$ cat src/rtl/gc_ctrl_pkg.sv
// Shared types for the gain-cell array controller: row width, sequencer
// state encoding and the latched operation descriptor.
package gc_ctrl_pkg;
  localparam int ROW_W = 3;

  typedef enum logic [1:0] {
    IDLE    = 2'd0,
    SETUP   = 2'd1,
    PULSE   = 2'd2,
    RECOVER = 2'd3
  } seq_state_e;

  typedef struct packed {
    logic [ROW_W-1:0] row;
    logic             we;
    logic             refr;
  } row_op_t;
endpackage

$ cat src/rtl/gc_refresh_timer.sv
// Free-running refresh interval timer; raises a sticky pending flag one edge
// after the down-counter hits zero, cleared when the sequencer starts the refresh.
module gc_refresh_timer #(
  parameter int INTERVAL = 64
) (
  input  logic clk,
  input  logic rst,
  input  logic clr_i,
  output logic pending_o
);
  localparam logic [15:0] RELOAD = 16'(INTERVAL - 1);

  logic [15:0] cnt_q, cnt_d;
  logic        pending_q, pending_d;
  logic        expire;

  always_comb begin
    expire    = (cnt_q == 16'd0);
    cnt_d     = expire ? RELOAD : cnt_q - 16'd1;
    // A fresh expiry wins over a same-cycle clear: it is a new interval, not a queued one.
    pending_d = expire | (pending_q & ~clr_i);
  end

  always_ff @(posedge clk or posedge rst) begin
    if (rst) begin
      cnt_q     <= RELOAD;
      pending_q <= 1'b0;
    end else begin
      cnt_q     <= cnt_d;
      pending_q <= pending_d;
    end
  end

  assign pending_o = pending_q;
endmodule

$ cat src/rtl/gc_row_sequencer.sv
// Row access sequencer: select settles in SETUP, wordline pulses for
// WL_PULSE_CYCLES, one RECOVER cycle; periodic refresh walks rows 0..7.
module gc_row_sequencer
  import gc_ctrl_pkg::*;
#(
  parameter int WL_PULSE_CYCLES  = 4,
  parameter int REFRESH_INTERVAL = 64
) (
  input  logic             clk,
  input  logic             rst,
  input  logic             req_valid,
  output logic             req_ready,
  input  logic             req_we,
  input  logic [ROW_W-1:0] req_row,
  output logic             wl_en,
  output logic [ROW_W-1:0] wl_sel,
  output logic             wr_en,
  output logic             refresh_active,
  output logic             done
);
  localparam logic [3:0] PULSE_LAST = 4'(WL_PULSE_CYCLES - 1);

  seq_state_e       state_q, state_d;
  row_op_t          op_q, op_d;
  logic [3:0]       pcnt_q, pcnt_d;
  logic [ROW_W-1:0] ptr_q, ptr_d;
  logic             ref_pending;
  logic             start_ref;

  gc_refresh_timer #(.INTERVAL(REFRESH_INTERVAL)) u_timer (
    .clk       (clk),
    .rst       (rst),
    .clr_i     (start_ref),
    .pending_o (ref_pending)
  );

  assign req_ready = (state_q == IDLE) && !ref_pending && !rst;

  always_comb begin
    state_d   = state_q;
    op_d      = op_q;
    pcnt_d    = pcnt_q;
    ptr_d     = ptr_q;
    start_ref = 1'b0;
    case (state_q)
      IDLE: begin
        if (ref_pending) begin
          state_d   = SETUP;
          op_d      = '{row: ptr_q, we: 1'b0, refr: 1'b1};
          start_ref = 1'b1;
        end else if (req_valid && req_ready) begin
          state_d = SETUP;
          op_d    = '{row: req_row, we: req_we, refr: 1'b0};
        end
      end
      SETUP: begin
        state_d = PULSE;
        pcnt_d  = PULSE_LAST;
      end
      PULSE: begin
        if (pcnt_q == 4'd0) state_d = RECOVER;
        else                pcnt_d  = pcnt_q - 4'd1;
      end
      RECOVER: begin
        state_d = IDLE;
        if (op_q.refr) ptr_d = ptr_q + 3'd1;
      end
      default: state_d = IDLE;
    endcase
  end

  always_ff @(posedge clk or posedge rst) begin
    if (rst) begin
      state_q <= IDLE;
      op_q    <= '0;
      pcnt_q  <= '0;
      ptr_q   <= '0;
    end else begin
      state_q <= state_d;
      op_q    <= op_d;
      pcnt_q  <= pcnt_d;
      ptr_q   <= ptr_d;
    end
  end

  // wl_sel is the latched row, so it also holds its last value through IDLE.
  assign wl_sel         = op_q.row;
  assign wl_en          = (state_q == PULSE);
  assign wr_en          = wl_en && op_q.we && !op_q.refr;
  assign done           = (state_q == RECOVER) && !op_q.refr;
  assign refresh_active = (state_q != IDLE) && op_q.refr;
endmodule

$ cat config.mk
export PLATFORM = sky130hd
export DESIGN_NAME = gc_row_sequencer
export DESIGN_NICKNAME = d
export VERILOG_FILES = /design/src/rtl/gc_ctrl_pkg.sv /design/src/rtl/gc_refresh_timer.sv /design/src/rtl/gc_row_sequencer.sv
export SDC_FILE = /design/constraint.sdc
export NUM_CORES = 1
export LEC_CHECK = 0
export BUFFER_PORTS_ARGS = -buffer_cell sky130_fd_sc_hd__buf_2
export CAP_MARGIN = 20
export CELL_PAD_IN_SITES_DETAIL_PLACEMENT = 1
export CELL_PAD_IN_SITES_GLOBAL_PLACEMENT = 2
export CORE_MARGIN = 2
export CORE_UTILIZATION = 34
export DETAILED_ROUTE_END_ITERATION = 10
export GPL_TIMING_DRIVEN = 0
export PLACE_DENSITY_LB_ADDON = 0.1
export SKIP_CTS_REPAIR_TIMING = 1
export SYNTH_ARGS = -nofsm -noshare
export SYNTH_HDL_FRONTEND = slang
export SYNTH_SLANG_ARGS = --single-unit
export TNS_END_PERCENT = 5
$ cat constraint.sdc
create_clock -name clk -period 1.86 [get_ports clk]
set_input_delay 0 -clock clk [delete_from_list [all_inputs] [get_ports clk]]
set_output_delay 0 -clock clk [all_outputs]
set_load 0.01 [all_outputs]
==> flow_summary.yaml, run 1 <==
pwr:
  fin_total_pwr_w: 0.00238
  worst_ir_drop_vdd_mv: 0.813
  p_leak_nw: 0.938
  power_density_nw_per_um2: 1220
place:
  gp_congestion: 0.725
  io_buffers: 14
  dp_hpwl_um: 2600
  placed_cells: 225
  place_area_um2: 1780
sta:
  worstMarginPinSlew_ns: 0.652
  setup_tns_ns: 0
  skew_ns: 0.00656
  rsz0062_at_grt: "yes"
  slew_headroom_pct: 56.1
  clock.fmax_ghz: 0.541
  period_share_pct: 99.4
  drv_slew: 0
  hold_viol: 0
  min_period_ns: 1.85
  finalSetupViolCount: 0
hold_path:
  holdPathStages: 3
  hp-class: "primary input to flip-flop"
logic_synthesis:
  synth_ff_type: "dfrtp_1"
  yosysTopAreaCellShare_pct: 38.8
  synth-simple-area-share_pct: 20.9
  ys_warn_count: 0
  synth_xor_area_share_pct: 6.52
  yosysTopAreaCell: "dfrtp_1"
  synth_top_family_by_area: "simple AND/OR/NAND/NOR gates"
  synth-edff-count: 0
  synth.distinct_cells: 35
  ys_ff_latch: 31
  avgSynthCellArea_um2: 10.3
  synthMuxAreaShare_pct: 5.51
  synthCells: 156
  synth_fa_ha_area_share_pct: 6.98
  synth_nets: 172
  seq_area_frac_synth_pct: 48.6
  ys_async_sr_fraction_pct: 100
  synth_compound_area_share_pct: 7.06
  syn_area_um2: 1610
  synth.area.top_cells: "dfrtp_1 39%, dfstp_2 9.8%, ha_1 7.0%"
setup_path:
  crit_arrival_ns: 2.02
  crit_slowest_cell: "or4_4"
  critPathMaxStageDelay_ns: 0.56
  worstPathRequired_ns: 2.03
  cp-end-kind: "flip-flop"
  crit_fanout: 4
  crit_path_start_kind: "flip-flop"
  worstSetupPathType: "flip-flop to flip-flop"
  cp_cell_sequence: "or4_4 > and4bb_1 > nand4b_1 > mux2_4"
  rr_worst_depth: 4
routing:
  dr.pass1.iters: 4
  routed_via_density: 4.94
  routed_wl_um: 3510
  ant_nets: 0
  drt_iter0_markers: 37
  wl_per_cell_um: 14.7
  drc: 0
  num_vias: 1175
floorplanning:
  dieArea_um2: 5310
  die_w_um: 72.9
  die_height_um: 72.9
  ios: 15
  initial_core_util_pct: 34.6
  num_rows: 25
  core_area_um2: 4660
clock_tree:
  ctsHtreeMaxLevel: 2
  cts-root-buf: "clkbuf_8"
  cts_buffers: 5
  clk_latency_ns: 0.29
  cts_buffer_depth: 2
  clock-sinks: 31
  tritoncts: "built"
  clkSlewWorstSetupHoldPaths_ns: 0.07
global_route:
  grt_pass1_vias: 1277
  grt_pass1_wl_um: 5970
  grt_max_degree: 23
  globalRouteOverflowTotal: 0
  antenna_found_initial: 0
  track_usage_pct: 15.1
layout:
  register_area_um2: 783
  n_fill_cell: 548
  drive_gt1_share_pct: 26.1
  multi_input_area_um2: 778
  final_cell_count_no_fill: 238
  final_area_um2: 1960
  syn2layout_area_growth_pct: 21.3
  antenna_cells: 0
  layout.nets: 199
run_status:
  status: "complete, no violations"
flow_run:
  maxCapViolations: 0
## critical path, delay by kind of cell, from the launching register on
| family | cells | cell delay (ns) |
|---|---|---|
| and+or+nand+nor | 3 | 1.01 |
| DFF | 1 | 0.41 |
| muxes | 1 | 0.31 |
## through the flow
stage / utilization [%] / hold slack [ns] / setup slack, ns
3_3_place_gp: 37.6 / 0.306 / -0.147
4_1_cts: 40.7 / -0.227 / -0.250
3_5_place_dp: 38.1 / 0.0882 / -0.232
2_1_floorplan: - / 0.105 / 0.0742
6_report: 42.0 / 0.0382 / 0.0110
5_1_grt: 42.0 / 0.0236 / -0.0560
## state kept, by name (all words and copies together), names as in the netlist
name,flops
op_q,2
pcnt_q,4
ptr_q,3
state_q,2
u_timer.cnt_q,16
u_timer.pending_o,1
wl_sel,3
## worst paths after layout
path | to | start | slack (ns)
hold / removal | op_q[1] | req_we | 0.04
hold reg to reg | u_timer.cnt_q[0] | u_timer.cnt_q[0] | 0.47
setup reg to reg | u_timer.cnt_q[15] | u_timer.cnt_q[6] | 0.01
max in group asynchronous | u_timer.cnt_q[4] | rst | 0.96
min in group asynchronous | op_q[1] | rst | 0.32
setup / recovery | u_timer.cnt_q[15] | u_timer.cnt_q[6] | 0.01
## cell usage in the layout (no fill, tap or decap), drive strengths merged, types with 2 or more instances in the layout
cell	netlist	layout
mux2	7	7
ha	9	9
clkbuf	1	6
a31oi	2	2
nor3	4	4
xnor2	9	9
xor2	3	3
a21oi	6	6
buf	4	24
inv	11	11
and3	2	2
nor2	20	20
nand2	9	9
a21boi	2	2
o21ai	5	5
nand3	3	3
dfrtp	25	25
dfstp	6	6
nor4	5	5
nor2b	5	5
nand2b	3	3
and4bb	2	2
or3	5	5
## final cells by class
type                    instances  share of cell area [%]
plain buffers                   5                    1.60
clock buffers                   6                    4.22
clock inverters                 2                    1.79
inverters                      11                    2.11
multi-input cells             109                    39.8
flip-flops and latches         31                    40.0
well taps                      54                    3.45
repair buffers                 20                    7.03
## routing by layer
layer,routed length [µm],track usage (%),up-vias
met5,0,0,-
met4,60,5.56,0
met3,105,4.97,6
met2,1820,25.8,13
met1,1520,17.8,576
li1,-,-,580
## cell families after synthesis
group,Yosys count
buf+inv,16
fa+ha+maj,9
xor+xnor,12
compound gates,19
flops,31
simple gates,61
mux,8
## cell usage after synthesis (3+ instances only)
cell / n
xnor2_1: 9
nand3_1: 3
buf_4: 3
a21oi_1: 6
mux2_2: 4
nand2b_1: 3
dfrtp_1: 25
xor2_1: 3
mux2_1: 3
nor2b_1: 5
nand2_1: 9
or3_1: 5
dfstp_2: 6
nor4_1: 4
inv_1: 11
nor2_1: 20
nor3_1: 4
ha_1: 9
o21ai_0: 5
## report_power, final
part | switching [W] | internal (W) | total [W]
clock network | 0.000262 | 0.000433 | 0.000695
logic | 0.000401 | 0.000365 | 0.000766
registers | 0.000110 | 0.000813 | 0.000923
(Power assumes the default switching activity.)
==> run 2: changes to the inputs <==
--- a/config.mk
+++ b/config.mk
@@ -14,6 +14,7 @@
 export DETAILED_ROUTE_END_ITERATION = 10
 export GPL_TIMING_DRIVEN = 0
 export PLACE_DENSITY_LB_ADDON = 0.1
+export SETUP_SLACK_MARGIN = 0.15
 export SKIP_CTS_REPAIR_TIMING = 1
 export SYNTH_ARGS = -nofsm -noshare
 export SYNTH_HDL_FRONTEND = slang
==> run 2 against run 1 <==
  * Worst setup slack gained 0.055 ns
  * Die area is the same
  * Wire length shrank 2.9%
  * Fmax grew 3.1%
  * Clock power shrank 27%
  * Critical path depth is the same
==> flow_summary.yaml, run 2 (synthesis gave the netlist of run 1 again) <==
sta:
  min_period_ns: 1.79
  drv_slew: 0
  clock.fmax_ghz: 0.557
  hold_viol: 0
  skew_ns: 0.00648
  rsz0062_at_grt: "yes"
  finalSetupViolCount: 0
  period_share_pct: 96.4
  slew_headroom_pct: 53.6
  setup_tns_ns: 0
  worstMarginPinSlew_ns: 0.690
  fin_hold_ws_ns: 0.0715
clock_tree:
  clkSlewWorstSetupHoldPaths_ns: 0.07
  ctsHtreeMaxLevel: 2
  cts_buffers: 5
  cts-root-buf: "clkbuf_8"
  clk_latency_ns: 0.28
  cts_buffer_depth: 2
  tritoncts: "built"
  clock-sinks: 31
setup_path:
  crit_path_start_kind: "flip-flop"
  crit_family: "simple AND/OR/NAND/NOR gates"
  worstPathRequired_ns: 2.03
  critPathBufInv: 0
  crit_cells: 4
  rr_worst_depth: 4
  r2r_slack_ns: 0.07
  crit_slowest_cell: "or4_4"
  crit_arrival_ns: 1.96
  cp_cell_sequence: "or4_4 > and4bb_1 > nand4b_1 > mux2_1"
  worstSetupPathType: "flip-flop to flip-flop"
  crit_fanout: 4
  critPathMaxStageDelay_ns: 0.54
  cp-end-kind: "flip-flop"
  worstReg2RegEnd: "u_timer.cnt_q[15]"
  worstReg2RegStart: "u_timer.cnt_q[6]"
global_route:
  use_met1_pct: 15.9
  globalRouteOverflowTotal: 0
  busiest_layer: "met2"
  antenna_found_initial: 0
  track_usage_pct: 14.2
  grt_max_degree: 25
  grt_pass1_vias: 1241
  met2_usage_pct: 24.6
  grt_pass1_wl_um: 5710
  use_met3_pct: 4.97
layout:
  n_fill_cell: 524
  final_cell_count_no_fill: 236
  drive_gt1_share_pct: 24.2
  reg_top3: "u_timer.cnt_q x16, pcnt_q x4"
  layout.nets: 197
  mostFrequentLayoutCell: "dfrtp_1"
  antenna_cells: 0
  largest_register_ffs: 16
  final_cell_mix: "24 x dfrtp_1, 20 x nor2_1, 15 x buf_2"
  post-route-util_pct: 40.7
  top_register: "u_timer.cnt_q"
  syn2layout_area_growth_pct: 17.5
  final_area_um2: 1900
hold_path:
  hold_end: "op_q[1]"
  min_from: "req_we"
  hp-class: "primary input to flip-flop"
  holdPathStages: 3
place:
  gp_congestion: 0.749
  placed_cells: 225
  dp_hpwl_um: 2490
  place_area_um2: 1780
  io_buffers: 14
floorplanning:
  initial_core_util_pct: 34.6
  ios: 15
  num_rows: 25
  core_area_um2: 4660
  die_height_um: 72.9
  die_w_um: 72.9
  dieArea_um2: 5310
pwr:
  worst_ir_drop_vdd_mv: 0.443
  power_density_nw_per_um2: 1160
  p_leak_nw: 0.900
routing:
  drt_iter0_markers: 18
  num_vias: 1191
  routed_wl_um: 3410
  routed_via_density: 5.05
  drc: 0
  ant_nets: 0
  wl_per_cell_um: 14.4
  dr.pass1.iters: 4
flow_run:
  maxCapViolations: 0
run_status:
  status: "complete, no violations"
==> run 2: how the worst max path moves through the flow <==
stage	from	to
finish	u_timer.cnt_q[6]	u_timer.cnt_q[15]
global route	state_q[0]	state_q[1]
CTS	state_q[0]	state_q[1]
detailed placement	state_q[0]	state_q[1]
global placement	u_timer.cnt_q[6]	u_timer.cnt_q[15]
floorplan	u_timer.cnt_q[6]	u_timer.cnt_q[15]
==> run 2: layout make-up <==
type | count | area, µm² | share of cell area, %
inverter | 11 | 41.3 | 2.18
timing repair buffer | 18 | 123 | 6.47
buffer | 5 | 32.5 | 1.72
clock buffer | 8 | 80.1 | 4.22
tap | 54 | 67.6 | 3.56
sequential | 31 | 785 | 41.4
multi-input combinational | 109 | 767 | 40.5
==> run 2: metrics by stage <==
| step | power [W] | worst slack [ns] |
|---|---|---|
| CTS | 0.00221 | -0.0463 |
| global placement | 0.00163 | -0.0150 |
| finish | 0.00220 | 0.0661 |
| global route | 0.00238 | -0.00262 |
| detailed placement | 0.00169 | -0.0254 |
| floorplan | 0.00144 | 0.0885 |
==> run 2: report_power, final <==
part	switching [W]	internal [W]	leakage [nW]	total (W)
registers	0.000111	0.000814	0.379	0.000925
clock network	0.000245	0.000265	0.0395	0.000510
logic	0.000398	0.000362	0.481	0.000761
==> run 2: worst register-to-register path: cells and delay by family (launching register included) <==
family           cells  cell delay (ns)
AND/OR/NAND/NOR      3             0.96
flip-flops           1             0.41
multiplexers         1             0.32
==> run 2: metal layers <==
layer	share of wire [%]	up-vias
li1	-	576
met1	42	595
met2	53	14
met3	3.2	6
met4	1.7	0
met5	0	-
==> run 3: changes to the inputs <==
--- a/config.mk
+++ b/config.mk
@@ -18,5 +18,6 @@
 export SKIP_CTS_REPAIR_TIMING = 1
 export SYNTH_ARGS = -nofsm -noshare
 export SYNTH_HDL_FRONTEND = slang
+export SYNTH_HIERARCHICAL = 1
 export SYNTH_SLANG_ARGS = --single-unit
 export TNS_END_PERCENT = 5
==> run 3 against run 2 <==
  * The flow now finishes with violations (negative setup slack)
  * Design area is 5.2% higher
  * Combinational power rose by 14%
  * Fmax down 12%
  * Final cell count rose by 2.5%
  * Power rose by 10%
==> flow_summary.yaml, run 3 <==
sta:
  worst_slack_ns: -0.171
  min_period_ns: 2.03
  hold_viol: 0
  period_share_pct: 109
  fin_hold_ws_ns: 0.0288
  worstMarginPinSlew_ns: 0.641
  slew_headroom_pct: 57.2
  clock.fmax_ghz: 0.492
  skew_ns: 0.00585
  drv_slew: 0
  rsz0062_at_grt: "yes"
  finalSetupViolCount: 2
hold_path:
  hp-class: "primary input to flip-flop"
  holdPathStages: 3
setup_path:
  critPathBufInv: 0
  crit_family: "simple AND/OR/NAND/NOR gates"
  cp_common_cell: "or3_4"
  cp-end-kind: "flip-flop"
  worstPathRequired_ns: 2.02
  crit_fanout: 3
  crit_arrival_ns: 2.19
  crit_cells: 4
  rr_worst_depth: 4
  worstSetupPathType: "flip-flop to flip-flop"
  crit_path_start_kind: "flip-flop"
  cp_cell_sequence: "or3_4 > or4_4 > or3_4 > mux2_4"
  crit_slowest_cell: "or4_4"
  critPathMaxStageDelay_ns: 0.50
routing:
  routed_wl_um: 3480
  wl_per_cell_um: 14.4
  ant_nets: 0
  dr.pass1.iters: 4
  drc: 0
  num_vias: 1238
  routed_via_density: 5.12
  drt_iter0_markers: 41
run_status:
  status: "finished, violations left"
  failed_checks: "negative setup slack"
logic_synthesis:
  synth.distinct_cells: 41
  ys_warn_count: 6
  synthCells: 162
  yosysTopAreaCell: "dfrtp_1"
  avgSynthCellArea_um2: 10.2
  synth_nets: 178
  seq_area_frac_synth_pct: 47.5
  yosysTopAreaCellShare_pct: 37.9
  ys_ff_latch: 31
  synthTopCellsByCount: "25 x dfrtp_1, 15 x nor2_1, 14 x inv_1, 14 x nand2_1"
  ys_async_sr_fraction_pct: 100
  synth-edff-count: 0
  synth.area.top_cells: "dfrtp_1 38%, dfstp_2 9.6%, ha_1 6.8%"
  synth_ff_type: "dfrtp_1"
  syn_area_um2: 1650
  yosysMostFrequentCell: "dfrtp_1"
floorplanning:
  core_area_um2: 4690
  die_height_um: 73.6
  dieArea_um2: 5420
  initial_core_util_pct: 35.1
  die_w_um: 73.6
  num_rows: 25
  ios: 15
pwr:
  worst_ir_drop_vdd_mv: 0.634
  p_leak_nw: 0.970
  power_density_nw_per_um2: 1210
global_route:
  track_usage_pct: 14.2
  grt_pass1_vias: 1259
  antenna_found_initial: 0
  globalRouteOverflowTotal: 0
  grt_pass1_wl_um: 5820
  grt_max_degree: 18
layout:
  final_cell_count_no_fill: 242
  multi_input_area_um2: 845
  antenna_cells: 0
  top_register: "u_timer/cnt_q"
  syn2layout_area_growth_pct: 20.9
  reg_top3: "u_timer/cnt_q x16, pcnt_q x4"
  final_cell_mix: "25 x dfrtp_1, 16 x buf_2, 15 x nor2_1"
  drive_gt1_share_pct: 30.3
  layout.nets: 203
  register_area_um2: 783
  n_fill_cell: 524
  post-route-util_pct: 42.5
  mostFrequentLayoutCell: "dfrtp_1"
  largest_register_ffs: 16
place:
  dp_hpwl_um: 2590
  io_buffers: 14
  gp_congestion: 0.794
  placed_cells: 230
clock_tree:
  cts_buffers: 5
  clock-sinks: 31
  clkSlewWorstSetupHoldPaths_ns: 0.07
  tritoncts: "built"
  cts_buffer_depth: 2
  clk_latency_ns: 0.28
  ctsHtreeMaxLevel: 2
  cts-root-buf: "clkbuf_8"
flow_run:
  maxCapViolations: 0
## run 3: logic make-up after synthesis
group	count (synthesis)	share of synthesized area, %
buf+inv	20	5.46
xor+xnor	12	6.37
flops	31	47.5
mux	5	3.57
compound gates	21	9.64
simple gates	64	20.6
fa+ha+maj	9	6.83
## run 3: per-stage QoR
step | setup WS [ns] | total power (W) | TNS, ns | instance area [µm²]
global placement | -0.471 | 0.00178 | -5.52 | 1790
floorplan | -0.109 | 0.00159 | -0.220 | 1650
CTS | -0.481 | 0.00245 | -5.82 | 1890
finish | -0.171 | 0.00242 | -0.265 | 1990
detailed placement | -0.482 | 0.00185 | -5.55 | 1790
global route | -0.195 | 0.00262 | -0.479 | 1990
## run 3: worst paths after layout
path	start	slack [ns]	end
setup / recovery	u_timer/cnt_q[4]	-0.17	u_timer/cnt_q[10]
hold / removal	req_row[2]	0.03	wl_sel[2]
setup reg to reg	u_timer/cnt_q[4]	-0.17	u_timer/cnt_q[10]
hold reg to reg	u_timer/cnt_q[0]	0.47	u_timer/cnt_q[0]
max in group asynchronous	rst	1.05	u_timer/cnt_q[14]
min in group asynchronous	rst	0.37	wl_sel[1]
## run 3: per-layer routing
metal / GRT usage (%) / share of wire, % / vias up
li1: - / - / 604
met1: 16.1 / 44 / 617
met2: 24.9 / 51 / 11
met3: 3.98 / 2.5 / 6
met4: 5.45 / 1.8 / 0
met5: 0 / 0 / -
## run 3: cell type report
| class | instances | area share [%] |
|---|---|---|
| Clock buffer | 8 | 5.02 |
| Multi-Input combinational cell | 111 | 42.3 |
| Buffer | 6 | 2.20 |
| Timing Repair Buffer | 18 | 5.14 |
| Tap cell | 54 | 3.39 |
| Sequential cell | 31 | 39.3 |
| Inverter | 14 | 2.63 |
## run 3: tightest hold or removal path, stage by stage
cell	delay (ns)
buf_2	0.07
o22ai_1	0.05
a21oi_1	0.14
## run 3: power breakdown
part	total (W)	internal [W]	switching (W)
registers	0.000974	0.000832	0.000142
logic	0.000870	0.000430	0.000440
clock network	0.000572	0.000337	0.000235
